===== src/rtl/pipe_ctrl_pkg.sv =====
// Shared types and constants for the pipeline control blocks.
package pipe_ctrl_pkg;
  typedef enum logic [1:0] {RUN, LOAD_USE, MEM_WAIT, HALTED} state_t;
  localparam logic [15:0] NOP_INSTR      = 16'hE000;
  localparam logic [3:0]  OPC_HLT        = 4'hF;
  localparam int          DEF_REG_ADDR_W = 4;
endpackage


===== src/rtl/load_use_detect.sv =====
// Combinational load-use hazard compare; R0 is never a hazard source.
module load_use_detect #(
  parameter int REG_ADDR_W = 4
) (
  input  logic                  mem_read,
  input  logic [REG_ADDR_W-1:0] rd,
  input  logic [REG_ADDR_W-1:0] rs,
  input  logic [REG_ADDR_W-1:0] rt,
  input  logic                  uses_rt,
  output logic                  hz
);
  assign hz = mem_read && (rd != '0) && ((rd == rs) || (uses_rt && (rd == rt)));
endmodule


===== src/rtl/pipeline_hazard_controller.sv =====
// Stall/flush sequencer: memory stall > load-use > taken branch > halt, Mealy outputs.
// Performance counters are built only when HAZARD_PERF_CNT_EN is defined.
module pipeline_hazard_controller
  import pipe_ctrl_pkg::*;
#(
  parameter int LOAD_USE_STALL = 1,
  parameter int REG_ADDR_W     = DEF_REG_ADDR_W,
  parameter int CNT_W          = 16
) (
  input  logic                  clk,
  input  logic                  rst,
  input  logic                  de_mem_read,
  input  logic [REG_ADDR_W-1:0] de_rd,
  input  logic [REG_ADDR_W-1:0] fd_rs,
  input  logic [REG_ADDR_W-1:0] fd_rt,
  input  logic                  fd_uses_rt,
  input  logic                  branch_taken,
  input  logic                  halt_id,
  input  logic                  imem_stall,
  input  logic                  dmem_stall,
  output logic                  pc_write_en,
  output logic                  fd_enable,
  output logic                  fd_flush,
  output logic                  de_bubble,
  output logic                  pipe_enable,
  output logic                  halted,
  output logic [CNT_W-1:0]      stall_cnt,
  output logic [CNT_W-1:0]      flush_cnt
);
  state_t     state, nstate, ret_state, nret_state, eff;
  logic [1:0] cnt, ncnt;
  logic       hz, mem_stall;

  load_use_detect #(.REG_ADDR_W(REG_ADDR_W)) u_lud (
    .mem_read (de_mem_read),
    .rd       (de_rd),
    .rs       (fd_rs),
    .rt       (fd_rt),
    .uses_rt  (fd_uses_rt),
    .hz       (hz)
  );

  assign mem_stall = imem_stall || dmem_stall;
  assign halted    = rst && (state == HALTED);

  always_ff @(posedge clk) begin
    if (!rst) begin
      state     <= RUN;
      ret_state <= RUN;
      cnt       <= '0;
    end else begin
      state     <= nstate;
      ret_state <= nret_state;
      cnt       <= ncnt;
    end
  end

  always_comb begin
    pc_write_en = 1'b0;
    fd_enable   = 1'b0;
    fd_flush    = 1'b0;
    de_bubble   = 1'b0;
    pipe_enable = 1'b0;
    nstate      = state;
    nret_state  = ret_state;
    ncnt        = cnt;
    // MEM_WAIT behaves as the state it interrupted once memory is ready
    eff         = (state == MEM_WAIT) ? ret_state : state;
    if (!rst) begin
      fd_flush  = 1'b1;
      de_bubble = 1'b1;
    end else if (state == HALTED) begin
      de_bubble   = 1'b1;
      pipe_enable = !mem_stall;
    end else if (mem_stall) begin
      nstate     = MEM_WAIT;
      nret_state = eff;
    end else begin
      unique case (eff)
        LOAD_USE: begin
          de_bubble   = 1'b1;
          pipe_enable = 1'b1;
          ncnt        = cnt - 2'd1;
          nstate      = (cnt == 2'd1) ? RUN : LOAD_USE;
        end
        default: begin
          nstate = RUN;
          if (hz) begin
            de_bubble   = 1'b1;
            pipe_enable = 1'b1;
            if (LOAD_USE_STALL > 1) begin
              nstate = LOAD_USE;
              ncnt   = 2'(LOAD_USE_STALL - 1);
            end
          end else if (branch_taken) begin
            pc_write_en = 1'b1;
            fd_enable   = 1'b1;
            fd_flush    = 1'b1;
            pipe_enable = 1'b1;
          end else if (halt_id) begin
            de_bubble   = 1'b1;
            pipe_enable = 1'b1;
            nstate      = HALTED;
          end else begin
            pc_write_en = 1'b1;
            fd_enable   = 1'b1;
            pipe_enable = 1'b1;
          end
        end
      endcase
    end
  end

`ifdef HAZARD_PERF_CNT_EN
  logic [CNT_W-1:0] stall_q, flush_q;

  always_ff @(posedge clk) begin
    if (!rst) begin
      stall_q <= '0;
      flush_q <= '0;
    end else begin
      if (!pc_write_en && !halted && !(&stall_q)) stall_q <= stall_q + CNT_W'(1);
      if (fd_flush && !(&flush_q))                flush_q <= flush_q + CNT_W'(1);
    end
  end

  assign stall_cnt = rst ? stall_q : '0;
  assign flush_cnt = rst ? flush_q : '0;
`else
  assign stall_cnt = '0;
  assign flush_cnt = '0;
`endif
endmodule


===== config.mk =====
export PLATFORM = sky130hd
export DESIGN_NAME = pipeline_hazard_controller
export DESIGN_NICKNAME = d
export VERILOG_FILES = /design/src/rtl/pipe_ctrl_pkg.sv /design/src/rtl/load_use_detect.sv /design/src/rtl/pipeline_hazard_controller.sv
export SDC_FILE = /design/constraint.sdc
export NUM_CORES = 1
export LEC_CHECK = 0
export ABC_CLOCK_PERIOD_IN_PS = 4700
export CAP_MARGIN = 20
export CORE_ASPECT_RATIO = 1.25
export CORE_UTILIZATION = 33
export DETAILED_ROUTE_END_ITERATION = 6
export GPL_ROUTABILITY_DRIVEN = 0
export MAX_ROUTING_LAYER = met4
export PLACE_DENSITY = 0.84
export SKIP_LAST_GASP = 1
export SYNTH_ARGS = -nofsm -noshare
export SYNTH_HDL_FRONTEND = slang
export SYNTH_SLANG_ARGS = --single-unit
export TNS_END_PERCENT = 50

===== constraint.sdc =====
create_clock -name clk -period 4.7 [get_ports clk]
set_input_delay 0.94 -clock clk [delete_from_list [all_inputs] [get_ports clk]]
set_output_delay 0.94 -clock clk [all_outputs]
set_load 0.02 [all_outputs]

After elaboration in Yosys (flattened, before gate mapping)

Index checks and enable logic that the tools add are counted.
Widths: inputs -> output; s select.

Add/sub/neg operators: 1
Equal/unequal tests: 6
Muxes and demuxes: 30
Bitwise logic cells: 2
Reduce and logical (&&, ||, !) cells: 10

Operators by type and width:

| operator            | count |
|---|---|
| $mux 1              | 24 |
| $mux 2              | 6 |
| $eq 4x4->1          | 2 |
| $eq 2x1->1 const B  | 2 |
| $eq 2x2->1 const B  | 2 |
| $logic_and 1x1->1   | 4 |
| $reduce_bool 4->1   | 1 |
| $reduce_and 3->1    | 1 |
| $logic_or 1x1->1    | 2 |
| $not 1->1           | 2 |
| $reduce_and 2->1    | 1 |
| $sub 2x1->2 const B | 1 |
| $logic_not 1->1     | 1 |

Bits in registers: 6
Input bits: 20
Output and inout bits: 38
Logic and storage cells: 52

Longest topological paths before layout

Word-level depth: 9
Mapped depth: 5
Depth with buffers taken out: 4

Cells and area by module

Synthesis repeated with hierarchy kept, for this count alone.

Cell total of the unflattened synthesis: 89
Area, all modules: 744.5 µm²

By module, submodules not included:

| module                     | instances | cells each | area each (µm²) | sequential area each (µm²) |
|---|---|---|---|---|
| pipeline_hazard_controller | 1         | 76         | 638.1           | 120.1 |
| load_use_detect            | 1         | 13         | 106.4           | 0.0 |

Worst setup path before layout

OpenSTA, ideal clock, no wires.

Path kind: input to output
Start: in de_rd[0]
End: out pc_write_en
Data arrival time: 2693 ps
Setup slack: 1067 ps
Stages on the path: 5
Cells stage by stage: o41a_1 nand3_2 o2bb2ai_2 nor4b_1 buf_4

Word-level cells in the longest chain between the ends: 9
Elaborated cells between the ends (all ways): 12
Classes of those cells: eq/ne: 2; mux: 5; reduce/logical: 5

RTL lines:

| what                    | RTL line                         | RTL |
|---|---|---|
| start, declared         | pipeline_hazard_controller.sv:13 | `input logic [REG_ADDR_W-1:0] de_rd,` |
| $eq 4x4->1              | load_use_detect.sv:12            | `assign hz = mem_read && (rd != '0) && ((rd == rs) \|\| (uses_rt && (rd == rt)));` |
| $logic_and 1x1->1       | load_use_detect.sv:12            |  |
| $logic_or 1x1->1        | load_use_detect.sv:12            |  |
| $logic_and 1x1->1 (*)   | load_use_detect.sv:12            |  |
| $mux 1 (*) (5 in a row) | n/a                              |  |
| end, declared           | pipeline_hazard_controller.sv:21 | `output logic pc_write_en,` |

Every way passes the cells marked *; elsewhere a longest branch is shown, timed or not.

Worst setup path in the final report

Start: in de_rd[0]
End: out fd_enable

Word-level cells in the longest chain between the ends: 9
Elaborated cells between the ends (all ways): 12
Classes of those cells: eq/ne: 2; mux: 5; reduce/logical: 5

RTL lines:

| what                  | RTL line                         | RTL |
|---|---|---|
| $eq 4x4->1            | load_use_detect.sv:12            |  |
| $logic_and 1x1->1     | load_use_detect.sv:12            |  |
| $logic_or 1x1->1      | load_use_detect.sv:12            |  |
| $logic_and 1x1->1 (*) | load_use_detect.sv:12            |  |
| $mux 1 (*)            | pipeline_hazard_controller.sv:88 | `if (hz) begin` |
| $mux 1 (*)            | pipeline_hazard_controller.sv:79 | `unique case (eff)` |
| $mux 1 (*)            | pipeline_hazard_controller.sv:75 | `end else if (mem_stall) begin` |
| $mux 1 (*)            | pipeline_hazard_controller.sv:72 | `end else if (state == HALTED) begin` |
| $mux 1 (*)            | pipeline_hazard_controller.sv:69 | `if (!rst) begin` |
| end, declared         | pipeline_hazard_controller.sv:22 | `output logic fd_enable,` |

Marked as above.

==> results.md <==
- GRT Total Usage: around an eighth
- Crit path max-delay family: buffers and inverters
- Slowest cell on crit path: clkdlybuf4s50_1
- Avg Inst Size Synth: 8.10 um2
- ANT nets after route: 0
- Final setup margin: roughly 0.52 ns
- Global route overflow: 0
- Cell Count Post-Placement: approximately 140
- Layout Skew: 0.000277 ns
- Routed wire length: 1430 um
- Multi-input combinational cell area: 467 um2
- Reg2reg start: state[0]
- Die width: 44.3 um
- Fin. Hold Viols: 0
- Die Ht: 54.8 um
- Setup repair bufs after CTS: 0
- Worst setup path class: input pin to output port
- Fill cells: 210
- H-tree Lvls: 1
- Status: completed
- Final Power: 0.176 mW
- Vias per cell: 4.12
- Cell-internal power: 0.110 mW
- CP Depth: 6
- Rows: 18
- Yosys warns: 0
- Switching Fraction: approximately 37%
- Worst setup SP type: input pin
- R2R cell count: 4
- Final std cells w/o fill: ~150
- Final Cycle Share: between 80% and 90%
- Top Ports: between 50 and 60
- Clk_lat worst skew: 0.25 ns
- Port bufs: 25
- Reg-to-Reg End: cnt[0]
- Fmax: 239 MHz
- Yosys top cell area share: about a third
- EDFF count, synth: 0
- Die area: between 2000 and 2500 um2
- Sink Count: 6
- Post_cts resized: 0
- Mapped Area: 737 um2
- DPL Wire Length: 1220 um
- Detailed Routing Iterations Pass 1: 4
- Initial Util: 36.0%
- Number of distinct library cells after synthesis: 30
- Cell taking the most area after synthesis: buf_4
- Pin count of the biggest net entering global routing: 12
- Critical path launch point: de_rd[0]
- Slack of the worst reg-to-reg path: 3.35 ns
- Worst Path Buf+Inv: 2
- GR Util met1: between 10 and 15%
- Psw: 0.0658 mW
- Most used cell, CP: clkdlybuf4s50_1
- Async SR Flop Fraction: 0%
- Layout cells sized above 1: 8.55%
- Core area: 2050 um2
- First-pass GRT wire length: 2150 um
- Hold wc startpoint: ret_state[1]
- Final setup violating endpoints: 0
- Most common cell in the netlist: buf_4
- Vias in the first global route: 537
- Critical Path AT: 3.24 ns
- Num CTS Buffers: 3
- CTS Hold Bufs: 0
- Clock power frac: roughly 28%
- Combinational share of power: 40.7%
- Critical Path Max Stage Delay: 0.70 ns
- DRC viols: 0
- Crit-path cells: clkdlybuf4s50_1 > o41a_1 > nand3_2 > o2bb2ai_2 > nor4b_1 > clkdlybuf4s50_1
- Initial antenna violation count: 0
- Critical path endpoint: fd_enable
- Cell area power density: 191 nW/um2
- M2 GR Usage: between 20 and 30%
- Register area: 120 um2
- Clock Pin Slew Worst Setup and Hold Paths: around 0.05 ns
- Seq/Total Area, Yosys: 16.3%
- Max VDD drop: 0.0978 mV
- Req. time, crit path: around 3.8 ns
- HP Class: register to register
- Clock tree buffer depth: 2
- Setup crit end kind: output port
- Seq pwr share: 31.0%
- Starting DRC count in detailed routing: 8
- Gr busiest metal: met2
- Slew Limit Fails: 0
- Synth top cells by count: buf_4 (33), dfxtp_1 (6), nand2_1 (6)
- Post-route setup TNS: 0 ns
- Max Fanout on Critical Path: 5
- Crit path time final: 4.18 ns
- Mapped Cells: 91
- WL per Instance: slightly below 10 um
- Synthesized flop and latch total: 6
- TritonCTS clock tree: yes
- Total number of vias: about 610
- Area growth syn-to-layout: 24.8%
- Max-Cap Viols: 0
- Met3 Usage GRT: 2.97%
- Ant diodes: 0
- Static leakage power: 0.393 nW
- Post-synth top flop: dfxtp_1
- Root Buffer: clkbuf_4
- Dpl ws: slightly above 0.5 ns
- RSZ-0062 raised after global routing: no
- Main area contributors after synthesis: buf_4 (34%), dfxtp_1 (16%), xnor2_1 (4.8%), xor2_1 (4.8%), mux2i_4 (3.1%)
- Final net count: 140
[per-stage QoR]
stage                     hold slack [ns]  area, um2  utilization (%)
after floorplan                     0.434        853                -
after CTS                           0.486        920             44.9
final                               0.480        920             44.9
after global placement              0.444        897             43.8
after detailed placement            0.480        897             43.8
after global routing                0.499        920             44.9
[registers in the layout (all words and copies together), names as in the netlist]
signal	count
cnt	2
ret_state	2
state	2
[layout by cell type (no fill, tap or decap), types with 3 or more instances in the layout]
cell type	count
xor2_1	4
xnor2_1	4
clkdlybuf4s50_1	25
nor2_1	3
nand2_1	6
nand3_1	4
clkbuf_4	3
dfxtp_1	6
conb_1	32
inv_1	4
o21ai_0	3
[power by group through the flow]
stage	Sequential [mW]	Combinational, mW	Clock [mW]
finish	0.0546	0.0716	0.0498
global route	0.0547	0.0767	0.0525
CTS	0.0545	0.0711	0.0512
detailed placement	0.0555	0.0708	0
global placement	0.0554	0.0697	0
floorplan	0.0552	0.0642	0
[per-layer routing]
layer,vias up,routed length [um]
met1,270,450
met2,37,821
li1,294,-
met5,-,0
met3,5,107
met4,0,50
[area by class of cell]
type,count,share of cell area [%]
repair buffers,26,28.0
multi-input cells,78,50.7
well taps,30,4.08
inverters,4,1.63
clock buffers,3,2.45
flip-flops and latches,6,13.1
[worst min-delay path by stage]
stage	endpoint	depth (start not counted)
3_5_place_dp	ret_state[1]	2
3_3_place_gp	ret_state[1]	2
6_report	ret_state[1]	2
5_1_grt	ret_state[1]	2
2_1_floorplan	ret_state[1]	2
4_1_cts	ret_state[1]	2
[kinds of logic (layout without fill, tap and decap cells)]
group / count (synthesis) / after routing / share of synthesized area (%)
buffers and inverters: 38 / 33 / 36.2
AND/OR/NAND/NOR: 23 / 23 / 18.0
AO/OA/AOI/OAI: 12 / 12 / 13.4
XOR/XNOR: 8 / 8 / 9.51
flip-flops: 6 / 6 / 16.3
multiplexers: 2 / 2 / 4.41
adder cells (fa/ha/maj): 1 / 1 / 1.70
other: 1 / 32 / 0.509
[worst register-to-register path: stages (launching register included)]
cell	delay, ns
dfxtp_1	0.37
nor3b_2	0.26
mux2i_4	0.14
o31a_2	0.30
o21a_1	0.18
(Power assumes the default switching activity.)
